<file path="config.mk">
export PLATFORM = sky130hd
export DESIGN_NAME = turf_frag_stream_arb
export DESIGN_NICKNAME = d
export VERILOG_FILES = /design/src/rtl/turf_udp_pkg.sv /design/src/rtl/turf_rr_pick.sv /design/src/rtl/turf_frag_stream_arb.sv
export SDC_FILE = /design/constraint.sdc
export NUM_CORES = 1
export LEC_CHECK = 0
export BUFFER_PORTS_ARGS = -buffer_cell sky130_fd_sc_hd__buf_2
export CORE_AREA = 4 4 310 312
export CTS_CLUSTER_DIAMETER = 40
export DETAILED_ROUTE_END_ITERATION = 12
export DIE_AREA = 0 0 314 316
export HOLD_SLACK_MARGIN = 0.03
export PLACE_DENSITY = 0.33
export REMOVE_ABC_BUFFERS = 1
export SLEW_MARGIN = 20
export SYNTH_ARGS = -nofsm -noshare
export SYNTH_HDL_FRONTEND = slang
export SYNTH_SLANG_ARGS = --single-unit
</file>
<file path="constraint.sdc">
create_clock -name aclk -period 4.1 [get_ports aclk]
set_input_delay 0.82 -clock aclk [delete_from_list [all_inputs] [get_ports aclk]]
set_output_delay 0.82 -clock aclk [all_outputs]
set_load 0.02 [all_outputs]
</file>
<file path="src/rtl/turf_udp_pkg.sv">
// Shared definitions for the UDP TX fragment arbiter: header field positions,
// arbiter state encoding and the length-to-beat conversion.
package turf_udp_pkg;

    localparam int HDR_LEN_LSB  = 0;
    localparam int HDR_LEN_W    = 16;
    localparam int HDR_PORT_LSB = 16;
    localparam int HDR_PORT_W   = 16;
    localparam int HDR_IP_LSB   = 32;
    localparam int HDR_IP_W     = 32;

    localparam int BEATS_W   = 13;
    localparam int SRC_IDX_W = 2;
    localparam int MAX_SRC   = 4;
    localparam int GAP_W     = 4;

    typedef enum logic [1:0] {
        ST_IDLE    = 2'd0,
        ST_HDR     = 2'd1,
        ST_PAYLOAD = 2'd2,
        ST_GAP     = 2'd3
    } arb_state_e;

    // Number of 8-byte beats needed to carry len bytes, rounded up.
    function automatic logic [BEATS_W-1:0] len_to_beats(input logic [HDR_LEN_W-1:0] len);
        logic [HDR_LEN_W:0] rounded;
        rounded = {1'b0, len} + 17'd7;
        return rounded[BEATS_W+2:3];
    endfunction

endpackage

</file>
<file path="src/rtl/turf_rr_pick.sv">
// Combinational round-robin picker: first requesting index after 'last', wrapping.
module turf_rr_pick
    import turf_udp_pkg::*;
#(
    parameter int NUM_SRC = 4
) (
    input  logic [NUM_SRC-1:0]   req_i,
    input  logic [SRC_IDX_W-1:0] last_i,
    output logic [SRC_IDX_W-1:0] grant_o,
    output logic                 any_o
);

    logic [MAX_SRC-1:0]   req_pad_s;
    logic [SRC_IDX_W-1:0] cand_s;

    // Scan from last_i+1 through last_i, keeping the first hit.
    always_comb begin
        req_pad_s = MAX_SRC'(req_i);
        cand_s    = '0;
        grant_o   = '0;
        any_o     = 1'b0;
        for (int i = 1; i <= NUM_SRC; i++) begin
            cand_s = SRC_IDX_W'((int'(last_i) + i) % NUM_SRC);
            if (!any_o && req_pad_s[cand_s]) begin
                grant_o = cand_s;
                any_o   = 1'b1;
            end else begin
                any_o   = any_o;
            end
        end
    end

endmodule

</file>
<file path="src/rtl/turf_frag_stream_arb.sv">
// Fragment-granular round-robin arbiter sharing one UDP TX header/payload path
// between NUM_SRC fragment generators.
module turf_frag_stream_arb
    import turf_udp_pkg::*;
#(
    parameter int NUM_SRC    = 4,
    parameter int GAP_CYCLES = 2
) (
    input  logic                    aclk,
    input  logic                    aresetn,
    input  logic [NUM_SRC-1:0]      src_enable_i,
    input  logic [64*NUM_SRC-1:0]   s_hdr_tdata,
    input  logic [16*NUM_SRC-1:0]   s_hdr_tuser,
    input  logic [NUM_SRC-1:0]      s_hdr_tvalid,
    output logic [NUM_SRC-1:0]      s_hdr_tready,
    input  logic [64*NUM_SRC-1:0]   s_payload_tdata,
    input  logic [8*NUM_SRC-1:0]    s_payload_tkeep,
    input  logic [NUM_SRC-1:0]      s_payload_tuser,
    input  logic [NUM_SRC-1:0]      s_payload_tlast,
    input  logic [NUM_SRC-1:0]      s_payload_tvalid,
    output logic [NUM_SRC-1:0]      s_payload_tready,
    output logic [63:0]             m_hdr_tdata,
    output logic [15:0]             m_hdr_tuser,
    output logic                    m_hdr_tvalid,
    input  logic                    m_hdr_tready,
    output logic [63:0]             m_payload_tdata,
    output logic [7:0]              m_payload_tkeep,
    output logic                    m_payload_tuser,
    output logic                    m_payload_tlast,
    output logic                    m_payload_tvalid,
    input  logic                    m_payload_tready,
    output logic [SRC_IDX_W-1:0]    cur_src_o,
    output logic                    busy_o,
    output logic [NUM_SRC-1:0]      len_err_o
);

    localparam logic [GAP_W-1:0] GAP_LOAD  = GAP_W'(GAP_CYCLES - 1);
    localparam arb_state_e       POST_FRAG = (GAP_CYCLES == 0) ? ST_IDLE : ST_GAP;
    localparam logic             POST_BUSY = (GAP_CYCLES != 0);

    arb_state_e           state_q;
    logic [SRC_IDX_W-1:0] winner_q;
    logic [SRC_IDX_W-1:0] last_grant_q;
    logic [BEATS_W-1:0]   beats_q;
    logic [BEATS_W-1:0]   count_q;
    logic [GAP_W-1:0]     gap_q;
    logic                 busy_q;
    logic [NUM_SRC-1:0]   len_err_q;

    logic [NUM_SRC-1:0]   req_s;
    logic [SRC_IDX_W-1:0] pick_s;
    logic                 pick_any_s;

    logic [MAX_SRC-1:0]   hdr_v_pad_s;
    logic [MAX_SRC-1:0]   pay_v_pad_s;
    logic [MAX_SRC-1:0]   pay_last_pad_s;
    logic [MAX_SRC-1:0]   pay_user_pad_s;
    logic [MAX_SRC-1:0]   hdr_rdy_pad_s;
    logic [MAX_SRC-1:0]   pay_rdy_pad_s;
    logic [MAX_SRC-1:0]   err_set_pad_s;
    logic [HDR_LEN_W-1:0] hdr_len_s;
    logic                 hdr_hs_s;
    logic                 pay_hs_s;
    logic                 cnt_end_s;

    assign req_s = s_hdr_tvalid & src_enable_i;

    turf_rr_pick #(.NUM_SRC(NUM_SRC)) u_pick (
        .req_i   (req_s),
        .last_i  (last_grant_q),
        .grant_o (pick_s),
        .any_o   (pick_any_s)
    );

    // Data path: pure mux from the granted source, no storage, so AXIS stability carries through.
    always_comb begin
        hdr_v_pad_s    = MAX_SRC'(s_hdr_tvalid);
        pay_v_pad_s    = MAX_SRC'(s_payload_tvalid);
        pay_last_pad_s = MAX_SRC'(s_payload_tlast);
        pay_user_pad_s = MAX_SRC'(s_payload_tuser);

        m_hdr_tdata      = s_hdr_tdata[64*winner_q +: 64];
        m_hdr_tuser      = s_hdr_tuser[16*winner_q +: 16];
        m_hdr_tvalid     = (state_q == ST_HDR) & hdr_v_pad_s[winner_q];
        m_payload_tdata  = s_payload_tdata[64*winner_q +: 64];
        m_payload_tkeep  = s_payload_tkeep[8*winner_q +: 8];
        m_payload_tuser  = pay_user_pad_s[winner_q];
        m_payload_tvalid = (state_q == ST_PAYLOAD) & pay_v_pad_s[winner_q];

        // Non-final fragments carry no tlast, so the beat count closes them.
        cnt_end_s       = (count_q == (beats_q - 13'd1));
        m_payload_tlast = cnt_end_s | pay_last_pad_s[winner_q];

        hdr_len_s = m_hdr_tdata[HDR_LEN_LSB +: HDR_LEN_W];
        hdr_hs_s  = m_hdr_tvalid & m_hdr_tready;
        pay_hs_s  = m_payload_tvalid & m_payload_tready;

        hdr_rdy_pad_s = '0;
        pay_rdy_pad_s = '0;
        err_set_pad_s = '0;
        if (state_q == ST_HDR) begin
            hdr_rdy_pad_s[winner_q] = m_hdr_tready;
        end else begin
            hdr_rdy_pad_s = '0;
        end
        if (state_q == ST_PAYLOAD) begin
            pay_rdy_pad_s[winner_q] = m_payload_tready;
        end else begin
            pay_rdy_pad_s = '0;
        end
        if (pay_last_pad_s[winner_q] && !cnt_end_s) begin
            err_set_pad_s[winner_q] = 1'b1;
        end else begin
            err_set_pad_s = '0;
        end

        s_hdr_tready     = hdr_rdy_pad_s[NUM_SRC-1:0];
        s_payload_tready = pay_rdy_pad_s[NUM_SRC-1:0];
    end

    // Arbitration FSM and all registered status outputs.
    always_ff @(posedge aclk) begin
        if (!aresetn) begin
            state_q      <= ST_IDLE;
            winner_q     <= '0;
            last_grant_q <= SRC_IDX_W'(NUM_SRC - 1);
            beats_q      <= '0;
            count_q      <= '0;
            gap_q        <= '0;
            busy_q       <= 1'b0;
            len_err_q    <= '0;
        end else begin
            case (state_q)
                ST_IDLE: begin
                    if (pick_any_s) begin
                        winner_q <= pick_s;
                        state_q  <= ST_HDR;
                        busy_q   <= 1'b1;
                    end
                end
                ST_HDR: begin
                    if (hdr_hs_s) begin
                        beats_q <= len_to_beats(hdr_len_s);
                        count_q <= '0;
                        if (hdr_len_s == 16'd0) begin
                            last_grant_q <= winner_q;
                            state_q      <= POST_FRAG;
                            busy_q       <= POST_BUSY;
                            gap_q        <= GAP_LOAD;
                        end else begin
                            state_q <= ST_PAYLOAD;
                        end
                    end
                end
                ST_PAYLOAD: begin
                    if (pay_hs_s) begin
                        count_q <= count_q + 13'd1;
                        if (m_payload_tlast) begin
                            len_err_q    <= len_err_q | err_set_pad_s[NUM_SRC-1:0];
                            last_grant_q <= winner_q;
                            state_q      <= POST_FRAG;
                            busy_q       <= POST_BUSY;
                            gap_q        <= GAP_LOAD;
                        end
                    end
                end
                ST_GAP: begin
                    if (gap_q == 4'd0) begin
                        state_q <= ST_IDLE;
                        busy_q  <= 1'b0;
                    end else begin
                        gap_q <= gap_q - 4'd1;
                    end
                end
                default: begin
                    state_q <= ST_IDLE;
                    busy_q  <= 1'b0;
                end
            endcase
        end
    end

    assign cur_src_o = winner_q;
    assign busy_o    = busy_q;
    assign len_err_o = len_err_q;

endmodule

</file>
==> impl_metrics.py <==
metrics = {
    "timing": {
        "grt_setup_unrepaired": "false",
        "drv_slew": 0,
        "holdWs_ns": 0.460,
        "layout_setup_ws_ns": 0.338,
        "skew_ns": 0.00903,
        "fmax_mhz": 266,
        "setup_viol": 0,
        "period_needed_ns": 3.76,
        "hold_viol_final": 0,
        "worst_pin_slew_ns": 0.732,
        "fin_crit_sh": 0.918,
        "relSlewSlack": 0.512,
    },
    "route": {
        "postRouteAntennaNets": 0,
        "routed_wl_um": 84400,
        "wl_per_cell_um": 32.6,
        "dr.pass1.iters": 5,
        "via_per_inst": 3.57,
        "initialDrtViolationCount": 663,
        "drc": 0,
        "vias": 9254,
    },
    "layout": {
        "final_common_cell": "buf_2",
        "fin_nets": 1948,
        "layout-drive-gt1-share": 0.755,
        "areaGrowthSynthToFinish_pct": 90.2,
        "layout_common_cells": "buf_2, mux4_2, nand2_1, nor2_1, dfxtp_1",
        "stdcell_count": 2592,
        "design_area_um2": 12100,
        "finalCoreUtilization": 0.131,
    },
    "cts": {
        "cts_made_buffers": 5,
        "cts.htree.levels": 2,
        "clock_latency_ns": 0.30,
        "clockRootBuffer": "clkbuf_16",
        "cts.path.max_buffers": 2,
        "cts_resized": 0,
        "cts.sinks": 41,
        "cts_post_setup_buffers_inserted": 0,
        "clk_pin_slew_worst_paths_ns": 0.07,
        "hold_buffers": 0,
        "cts_tree": "done",
    },
    "floorplan": {
        "die_w_um": 314,
        "start_util": 0.0686,
        "io_pins": 803,
        "num_rows": 112,
        "die_h_um": 316,
        "die_area_um2": 99200,
        "core_um2": 93000,
    },
    "placed_design": {
        "dp_cells": 2554,
        "gp_congestion": 0.935,
        "hpwlAfterDp_um": 78700,
        "dpl_worst_slack_ns": 0.480,
        "placed_cell_area_um2": 11900,
        "portBuffers": 802,
    },
    "logic_synthesis": {
        "yosysSeqAreaShare": 0.129,
        "synth-edff-count": 0,
        "synth_area_per_cell_um2": 11.9,
        "ys_seq_elements": 41,
        "yosys_warnings": 0,
        "async_flop_share": 0,
        "synth-compound-area-share": 0.0852,
        "synth_top_family_by_area": "multiplexers",
        "synthSimpleGateAreaFrac": 0.122,
        "synth_fa_ha_area_frac": 0.0176,
        "synth_ff_type": "dfxtp_1",
        "yosysUniqueCellTypes": 58,
        "synth_xor_area_frac": 0.0476,
        "syn_inst": 535,
        "muxShareOfSynthArea": 0.559,
        "syn-cell-area_um2": 6390,
    },
    "worst_hold_path": {
        "hold_path.startpoint": "busy_o$_SDFFE_PN0P_",
        "whs_path_depth": 2,
        "holdPathEnd": "busy_o$_SDFFE_PN0P_",
        "hp-class": "reg2reg",
    },
    "power": {
        "p_leak_nw": 5.22,
        "peakVddDrop_mv": 0.178,
        "pwr_density_cell_nw_per_um2": 413,
    },
    "worst_setup_path": {
        "r2r_end": "last_grant_q[0]$_SDFFE_PN1P_",
        "end_kind": "output pin",
        "rrSetupSlack_ns": 0.67,
        "start_kind": "register",
        "r2r_cells": 9,
        "required_ns": 3.28,
        "path_class": "reg2out",
        "critical_path_arrival_ns": 2.94,
        "rr_startpoint": "cur_src_o[0]$_SDFFE_PN0P_",
        "crit_fanout": 5,
    },
    "global_route": {
        "grt_pass1_vias": 9381,
        "grt_max_degree": 51,
        "grt_pass1_wl_um": 102000,
        "overflow": 0,
        "grt_usage": 0.161,
        "antenna_found_initial": 115,
    },
    "run": {
        "maxCapViolCount": 0,
    },
    "status": {
        "status": "finished, final reports clean",
    },
}
==> report_power, final <==
part	total (W)	internal, W	switching, W
Combinational	0.00395	0.00161	0.00234
Clock	0.000473	0.000286	0.000187
Sequential	0.000590	0.000459	0.000131
Total	0.00501	0.00235	0.00266
==> synth_stat cells, types with 2 or more instances <==
cell / number / area (um2)
mux4_2: 154 / 3470
dfxtp_1: 41 / 821
nand2_1: 39 / 146
nor2_1: 39 / 146
clkbuf_1: 24 / 90.1
xor2_1: 21 / 184
buf_1: 20 / 75.1
o21ai_0: 15 / 75.1
a21oi_1: 13 / 65.1
inv_1: 11 / 41.3
nand3_1: 11 / 55.1
xnor2_1: 11 / 96.3
nor2b_1: 10 / 62.6
ha_1: 9 / 113
nand4_1: 9 / 56.3
nand2b_1: 7 / 43.8
o211a_1: 7 / 70.1
mux2i_1: 5 / 50.1
nor4_1: 5 / 31.3
o211ai_1: 5 / 37.5
o31ai_1: 5 / 37.5
a31oi_1: 4 / 25.0
and3_1: 4 / 25.0
buf_2: 4 / 20.0
nor3_1: 4 / 20.0
o21a_1: 4 / 30.0
or3_1: 4 / 25.0
a211oi_1: 3 / 22.5
and2_1: 3 / 18.8
and4_1: 3 / 26.3
or4_1: 3 / 22.5
a311oi_1: 2 / 17.5
a32o_1: 2 / 20.0
buf_4: 2 / 15.0
mux4_1: 2 / 52.6
nand3b_1: 2 / 15.0
nand4b_1: 2 / 17.5
nor4b_1: 2 / 17.5
o221a_2: 2 / 22.5
o311ai_1: 2 / 17.5
o41ai_1: 2 / 17.5
or2_2: 2 / 12.5
==> state kept, by name, summed over array words and instances, names as in the netlist <==
name / count
state_q: 2
beats_q: 13
gap_q: 4
len_err_o: 4
count_q: 13
last_grant_q: 2
busy_o: 1
cur_src_o: 2
==> layer usage <==
| layer | GRT usage | wire length, um |
|---|---|---|
| met3 | 0.101 | 13500 |
| met2 | 0.246 | 35900 |
| met4 | 0.0314 | 2530 |
| met1 | 0.192 | 32300 |
| met5 | 0 | 232 |
==> cell type report <==
cell class / instances / area [um2]
fillers: 10900 / 80900
repair buffers: 816 / 4160
clock buffers: 6 / 129
multi-input cells: 432 / 5310
diodes: 30 / 75.1
inverters: 11 / 41.3
well taps: 1254 / 1570
clock inverters: 2 / 33.8
flip-flops and latches: 41 / 828
==> worst max-delay path by stage <==
stage,startpoint,to,slack (ns),cells past startpoint
floorplan,cur_src_o[0]$_SDFFE_PN0P_,beats_q[12]$_SDFFE_PN0P_,-5.21,8
CTS,beats_q[0]$_SDFFE_PN0P_,m_payload_tlast,0.29,8
finish,beats_q[0]$_SDFFE_PN0P_,m_payload_tlast,0.34,8
detailed placement,s_hdr_tdata[193],last_grant_q[0]$_SDFFE_PN1P_,0.48,9
global placement,s_hdr_tdata[193],last_grant_q[0]$_SDFFE_PN1P_,0.46,9
global route,beats_q[0]$_SDFFE_PN0P_,m_payload_tlast,0.21,8
==> per-stage QoR <==
stage | total power [W] | setup TNS, ns
after CTS | 0.00516 | 0
final | 0.00501 | 0
after global placement | 0.00466 | 0
after detailed placement | 0.00465 | 0
after floorplan | 0.00306 | -879.25
after global routing | 0.00538 | 0
==> worst max-delay path, stage by stage (launching register included) <==
cell      delay [ns]
dfxtp_1         0.34
inv_1           0.07
ha_1            0.20
or3b_2          0.51
or3_1           0.37
o31ai_1         0.23
o211ai_1        0.20
o41ai_2         0.47
buf_2           0.26
==> cells by family after synthesis <==
group           count (synthesis)
mux                           161
simple gates                  154
compound gates                 75
buf+inv                        62
flops                          41
xor+xnor                       33
fa+ha+maj                       9
(Power assumes the default switching activity.)
